File: src/rtl/vram_pkg.sv
// Shared beam-timing constants and scheduler state encoding for the VRAM access scheduler.
package vram_pkg;
  localparam int unsigned H_DISPLAY = 256;
  localparam int unsigned H_MAX     = 308;
  localparam int unsigned V_DISPLAY = 240;
  localparam int unsigned V_MAX     = 261;
  localparam int unsigned VRAM_AW   = 10;
  localparam int unsigned VRAM_DW   = 8;
  localparam int unsigned N_REQ     = 2;

  // Last in-line fetch (col 31) and the late fetch of col 0 for the following line.
  localparam int unsigned H_LAST_FETCH = H_DISPLAY - 11;
  localparam int unsigned H_WRAP_FETCH = H_MAX - 3;

  localparam logic [1:0] StIdle = 2'd0;
  localparam logic [1:0] StVid  = 2'd1;
  localparam logic [1:0] StGnt0 = 2'd2;
  localparam logic [1:0] StGnt1 = 2'd3;

  function automatic logic [VRAM_AW-1:0] tile_addr(input logic [4:0] row,
                                                   input logic [4:0] col);
    return {row, col};
  endfunction
endpackage

File: src/rtl/rr_arbiter2.sv
// Two-way round-robin arbiter; the pointer remembers the last winner so ties go to the other side.
module rr_arbiter2
  import vram_pkg::*;
(
  input  logic             clk,
  input  logic             reset,
  input  logic             en,
  input  logic [N_REQ-1:0] req,
  output logic [N_REQ-1:0] gnt
);
  logic ptr_q;

  always_comb begin
    gnt = '0;
    if (en) begin
      if (req == 2'b11) begin
        gnt = ptr_q ? 2'b01 : 2'b10;
      end else begin
        gnt = req;
      end
    end
  end

  // Pointer starts at 1 so requester 0 wins the first tie.
  always_ff @(posedge clk or posedge reset) begin
    if (reset) begin
      ptr_q <= 1'b1;
    end else if (gnt != '0) begin
      ptr_q <= gnt[1];
    end
  end
endmodule

File: src/rtl/vram_scheduler.sv
// Shares one VRAM port between the tile fetcher (fixed beam slots) and two round-robin requesters.
module vram_scheduler
  import vram_pkg::*;
(
  input  logic               clk,
  input  logic               reset,
  input  logic [8:0]         hpos,
  input  logic [8:0]         vpos,
  output logic [VRAM_AW-1:0] ram_addr,
  output logic               ram_we,
  output logic [VRAM_DW-1:0] ram_wdata,
  input  logic [VRAM_DW-1:0] ram_rdata,
  output logic [VRAM_DW-1:0] tile_code,
  input  logic [N_REQ-1:0]   req,
  input  logic [N_REQ-1:0]   req_we,
  input  logic [VRAM_AW-1:0] req_addr0,
  input  logic [VRAM_AW-1:0] req_addr1,
  input  logic [VRAM_DW-1:0] req_wdata0,
  input  logic [VRAM_DW-1:0] req_wdata1,
  output logic [N_REQ-1:0]   ack,
  output logic               rd_valid,
  output logic [VRAM_DW-1:0] rd_data,
  output logic               rd_id
);
  logic [8:0]         next_line;
  logic               vid_line, vid_wrap, vid_slot;
  logic [VRAM_AW-1:0] vid_addr;
  logic [N_REQ-1:0]   gnt;
  logic [1:0]         state_d, state_q;
  logic               live_q;
  logic [VRAM_AW-1:0] ram_addr_q;
  logic               ram_we_q;
  logic [VRAM_DW-1:0] ram_wdata_q, tile_q, rd_data_q;
  logic [N_REQ-1:0]   ack_q;
  logic               vid_p2_q, rd_p2_q, rd_id_p2_q;
  logic               rd_valid_q, rd_id_q;

  assign next_line = (vpos == 9'(V_MAX)) ? 9'd0 : vpos + 9'd1;
  assign vid_line  = (vpos < 9'(V_DISPLAY)) && (hpos[2:0] == 3'd5) &&
                     (hpos <= 9'(H_LAST_FETCH));
  assign vid_wrap  = (hpos == 9'(H_WRAP_FETCH)) && (next_line < 9'(V_DISPLAY));
  assign vid_slot  = vid_line || vid_wrap;
  assign vid_addr  = vid_wrap ? tile_addr(next_line[7:3], 5'd0)
                              : tile_addr(vpos[7:3], hpos[7:3] + 5'd1);

  rr_arbiter2 u_arb (
    .clk   (clk),
    .reset (reset),
    .en    (live_q && !vid_slot),
    .req   (req),
    .gnt   (gnt)
  );

  // The first edge after reset release only arms the scheduler; decisions start one cycle later.
  always_comb begin
    state_d = StIdle;
    if (live_q) begin
      if (vid_slot) begin
        state_d = StVid;
      end else if (gnt[0]) begin
        state_d = StGnt0;
      end else if (gnt[1]) begin
        state_d = StGnt1;
      end
    end
  end

  always_ff @(posedge clk or posedge reset) begin
    if (reset) begin
      live_q      <= 1'b0;
      state_q     <= StIdle;
      ram_addr_q  <= '0;
      ram_we_q    <= 1'b0;
      ram_wdata_q <= '0;
      ack_q       <= '0;
      vid_p2_q    <= 1'b0;
      rd_p2_q     <= 1'b0;
      rd_id_p2_q  <= 1'b0;
      rd_valid_q  <= 1'b0;
      rd_data_q   <= '0;
      rd_id_q     <= 1'b0;
      tile_q      <= '0;
    end else begin
      live_q   <= 1'b1;
      state_q  <= state_d;
      ack_q    <= gnt;
      ram_we_q <= 1'b0;
      unique case (state_d)
        StVid: ram_addr_q <= vid_addr;
        StGnt0: begin
          ram_addr_q <= req_addr0;
          ram_we_q   <= req_we[0];
          if (req_we[0]) ram_wdata_q <= req_wdata0;
        end
        StGnt1: begin
          ram_addr_q <= req_addr1;
          ram_we_q   <= req_we[1];
          if (req_we[1]) ram_wdata_q <= req_wdata1;
        end
        default: ;
      endcase
      // RAM sees the command this cycle; its read data is captured one cycle later.
      vid_p2_q   <= (state_q == StVid);
      rd_p2_q    <= ((state_q == StGnt0) || (state_q == StGnt1)) && !ram_we_q;
      rd_id_p2_q <= (state_q == StGnt1);
      rd_valid_q <= rd_p2_q;
      if (rd_p2_q) begin
        rd_data_q <= ram_rdata;
        rd_id_q   <= rd_id_p2_q;
      end
      if (vid_p2_q) tile_q <= ram_rdata;
    end
  end

  assign ram_addr  = ram_addr_q;
  assign ram_we    = ram_we_q;
  assign ram_wdata = ram_wdata_q;
  assign ack       = ack_q;
  assign rd_valid  = rd_valid_q;
  assign rd_data   = rd_data_q;
  assign rd_id     = rd_id_q;
  assign tile_code = tile_q;
endmodule

File: config.mk
export PLATFORM = sky130hd
export DESIGN_NAME = vram_scheduler
export DESIGN_NICKNAME = d
export VERILOG_FILES = /design/src/rtl/vram_pkg.sv /design/src/rtl/rr_arbiter2.sv /design/src/rtl/vram_scheduler.sv
export SDC_FILE = /design/constraint.sdc
export NUM_CORES = 1
export LEC_CHECK = 0
export ABC_AREA = 1
export ABC_CLOCK_PERIOD_IN_PS = 5200
export CORE_ASPECT_RATIO = 0.5
export CORE_UTILIZATION = 50
export DETAILED_ROUTE_END_ITERATION = 10
export DONT_BUFFER_PORTS = 1
export GPL_ROUTABILITY_DRIVEN = 0
export GPL_TIMING_DRIVEN = 0
export PLACE_DENSITY = 0.63
export SYNTH_ARGS = -nofsm -noshare
export SYNTH_HDL_FRONTEND = slang
export SYNTH_SLANG_ARGS = --single-unit
File: constraint.sdc
create_clock -name clk -period 5.2 [get_ports clk]
set_input_delay 1.04 -clock clk [delete_from_list [all_inputs] [get_ports clk]]
set_output_delay 1.04 -clock clk [all_outputs]
set_load 0.03 [all_outputs]
==> results of run 1 <==
stage by stage:
step | hold slack, ns | area [um2] | setup WS, ns | utilization [%]
5_1_grt | 0.3953 | 2731 | 2.606 | 58.90
3_3_place_gp | 0.3543 | 2625 | 2.561 | 56.61
6_report | 0.3829 | 2731 | 2.805 | 58.90
4_1_cts | 0.3859 | 2731 | 2.826 | 58.90
2_1_floorplan | 0.3519 | 2542 | 2.780 | -
3_5_place_dp | 0.3658 | 2645 | 2.498 | 57.04
synth_stat cells (2+ instances only):
library cell | instances | share of area (%)
nor3_1 | 3 | 0.59
nand3_1 | 23 | 4.5
nor4_1 | 2 | 0.49
nor2_4 | 2 | 0.89
inv_2 | 3 | 0.44
buf_6 | 3 | 1.3
nand4_4 | 2 | 1.7
nand2_2 | 6 | 1.5
nand2_4 | 4 | 1.8
o21ai_0 | 6 | 1.2
inv_1 | 28 | 4.1
nand3b_1 | 4 | 1.2
xor2_1 | 4 | 1.4
o21ai_2 | 2 | 0.69
mux2_2 | 17 | 7.5
nor2_1 | 45 | 6.6
ha_1 | 2 | 0.98
nand2_1 | 88 | 13
clkbuf_1 | 2 | 0.30
a21oi_1 | 5 | 0.98
dfrtp_1 | 45 | 44
power by group through the flow:
stage	sequential [W]	clock, W	combinational (W)
6_report	0.000609	0.000217	0.000157
5_1_grt	0.000619	0.000238	0.000181
4_1_cts	0.000610	0.000223	0.000160
3_5_place_dp	0.000617	0	0.000159
3_3_place_gp	0.000614	0	0.000149
2_1_floorplan	0.000600	0	0.000130
cell type report:
cell class	count	area, um2	share of cell area [%]
Timing Repair Buffer	1	20.02	0.7329
Clock buffer	6	72.57	2.657
Multi-Input combinational cell	223	1210	44.30
Buffer	7	63.81	2.336
Sequential cell	46	1152	42.19
Tap cell	66	82.58	3.023
Inverter	31	116.4	4.260
Clock inverter	2	13.76	0.5039
cell families after synthesis:
kind of cell,Yosys count,share of synthesized area (%)
adder cells (fa/ha/maj),2,0.9841
flip-flops,46,45.32
AO/OA/AOI/OAI,16,3.691
AND/OR/NAND/NOR,182,33.51
XOR/XNOR,5,1.722
buffers and inverters,38,7.087
other,1,0.1475
multiplexers,17,7.529
worst min-delay path by stage:
stage	to	depth (start not counted)	from
final	rd_valid	0	rd_p2_q
after global routing	rd_valid	0	rd_p2_q
after CTS	rd_valid	0	rd_p2_q
after detailed placement	rd_valid	0	rd_p2_q
after global placement	rd_valid	0	rd_p2_q
after floorplan	rd_valid	0	rd_p2_q
routing by layer:
metal,up-vias,wire length (um)
met5,-,0
met4,0,68
met3,9,575
met2,83,2728
met1,955,2301
li1,984,-
critical path: cells and delay by family:
kind	cells	cell delay, ns
compound gates	1	0.13
buf+inv	2	0.18
simple gates	8	1.28
flip-flops by register name, indices dropped and copies added, names as in the netlist, 2 cells and up:
name       flops
state_q        2
ram_addr      10
tile_code      8
ram_wdata      8
rd_data        8
ack            2
==> impl_metrics.yaml, run 1 <==
worst_hold_path:
  min_path_type: "reg2reg"
synthesis:
  yosysWarnings: 0
  synth_seq_cells: 46
  syn_area_mm2: 0.002542
  synth_cells: 307
  yosysSeqAreaShare_pct: 45.32
  yosys.cell_types.count: 32
  synth_edf_count: 0
  synth_ff_type: "dfrtp_1"
  avgSynthCellArea_um2: 8.282
  synth_nets: 377
  ys_async_sr_fraction_pct: 100.0
die:
  die_w_um: 102.8
  pin_count: 107
  start_util_pct: 54.83
  dieArea_mm2: 0.005392
  num_rows: 17
  die_y_um: 52.43
  core_area_mm2: 0.004637
worst_setup_path:
  r2r_end: "ram_addr[7]"
  crit_top_cell: "nor2_1"
  worstSetupPathType: "in2reg"
  reg2reg_depth: 10
  required_ns: 5.42
  cp-start-kind: "input pin"
  cp_cell_sequence: "inv_1 > nor2_1 > nand4_1 > nor2_1 > nand2_8 > nand3_1 > nand2_2 > nand2_4 > buf_6 > nor2_1 > a21oi_1"
  cp-end-kind: "flip-flop"
  reg2reg_from: "u_arb.ptr_q"
  worstPathArrival_ns: 2.62
  path_max_fanout: 10
  critical-path-max-stage-delay_ns: 0.50
  critPathSlowestCell: "nor2_1"
  r2r_slack_ns: 3.35
  cp-endpoint: "ram_addr[8]"
  cp-startpoint: "hpos[0]"
grt:
  overflow: 0
  use_met1_pct: 25.78
  grtUsageTotal_pct: 22.38
  grt_max_degree: 30
  met3_usage_pct: 7.867
  antenna_found_initial: 0
  grtUsageMet2_pct: 39.11
  busiest_layer: "met2"
  grt_pass1_wl_mm: 8.935
  grt_pass1_vias: 1986
cells_and_area:
  layout_commonest_cell: "nand2_1"
  nFillCells: 474
  layout-drive-gt1-share_pct: 16.77
  areaGrowthSynthToFinish_pct: 7.431
  final_nets: 385
  final_cell_mix: "nand2_1 (88), nor2_1 (45), dfrtp_1 (45)"
  stdcell_count: 382
  diodes: 0
power:
  power_w: 0.0009837
  switching_share_pct: 39.70
  intPower_w: 0.0005931
  p_seq_share_pct: 61.9
  ir_worst_vdd_uv: 167.2
  combPwrFrac_pct: 16.0
  p_sw_w: 0.0003905
  leakagePower_nw: 1.377
  power_density_mw_per_mm2: 360.1
  p_clk_share_pct: 22.1
routing:
  drt-total-wl_mm: 5.673
  routedWlPerCell_um: 14.85
  viasPerCell: 5.317
  firstDrtPassIters: 5
  drcViolationCount: 0
  vias: 2031
  final_antenna_net_count: 0
  drtIter0Drc: 62
clock_tree:
  cts.clk_slew.worst_paths_ns: 0.09
  post-cts-setup-buffer-count: 0
  cts.path.max_buffers: 2
  cts_tree: "built"
  post_cts_resized: 0
  cts-root-buf: "clkbuf_8"
  cts.sinks: 46
  hold_buffers: 0
  numCtsBuffers: 5
  htreeDepth: 2
  clkLatencyLatePin_ns: 0.30
timing:
  fin_skew_ns: 0.006234
  finalMaxSlewViolations: 0
  fin_crit_sh_pct: 46.06
  finalSetupViolCount: 0
  tightest_slew_ns: 0.6273
  timing.slew.headroom_pct: 58.03
  clock.fmax_mhz: 417.5
  setup_tns_ns: 0
  grt_setup_unrepaired: "no"
  finalHoldViolations: 0
  fin_crit_ns: 2.395
placed_design:
  numPortBuffers: 0
  place_inst: 374
  place_hpwl_mm: 4.457
job:
  maxCapViolations: 0
outcome:
  status: "finished clean"
No activity file was read; power rests on OpenSTA's default activity.
==> run 2: changes to the inputs <==
--- a/config.mk
+++ b/config.mk
@@ -6,7 +6,7 @@
 export NUM_CORES = 1
 export LEC_CHECK = 0
 export ABC_AREA = 1
-export ABC_CLOCK_PERIOD_IN_PS = 5200
+export ABC_CLOCK_PERIOD_IN_PS = 2300
 export CORE_ASPECT_RATIO = 0.5
 export CORE_UTILIZATION = 50
 export DETAILED_ROUTE_END_ITERATION = 10
==> constraint.sdc (replaced) <==
create_clock -name clk -period 2.3 [get_ports clk]
set_input_delay 0.46 -clock clk [delete_from_list [all_inputs] [get_ports clk]]
set_output_delay 0.46 -clock clk [all_outputs]
set_load 0.03 [all_outputs]
==> results of run 2 <==
Same layout as run 1 (identical final DEF). Status: finished clean.
Main changes from that run: setup slack after placement 2.498 ns -> 0.1784 ns; setup slack after layout 2.805 ns -> 0.4527 ns; hold slack 0.3829 ns -> 0.02094 ns; start point of the critical path hpos[0] -> u_arb.ptr_q; end point of the critical path ram_addr[8] -> ram_addr[7]; register-to-register setup slack 3.35 ns -> 0.45 ns; total power 0.0009837 W -> 0.002224 W; worst IR drop on VDD 167.2 uV -> 378.1 uV
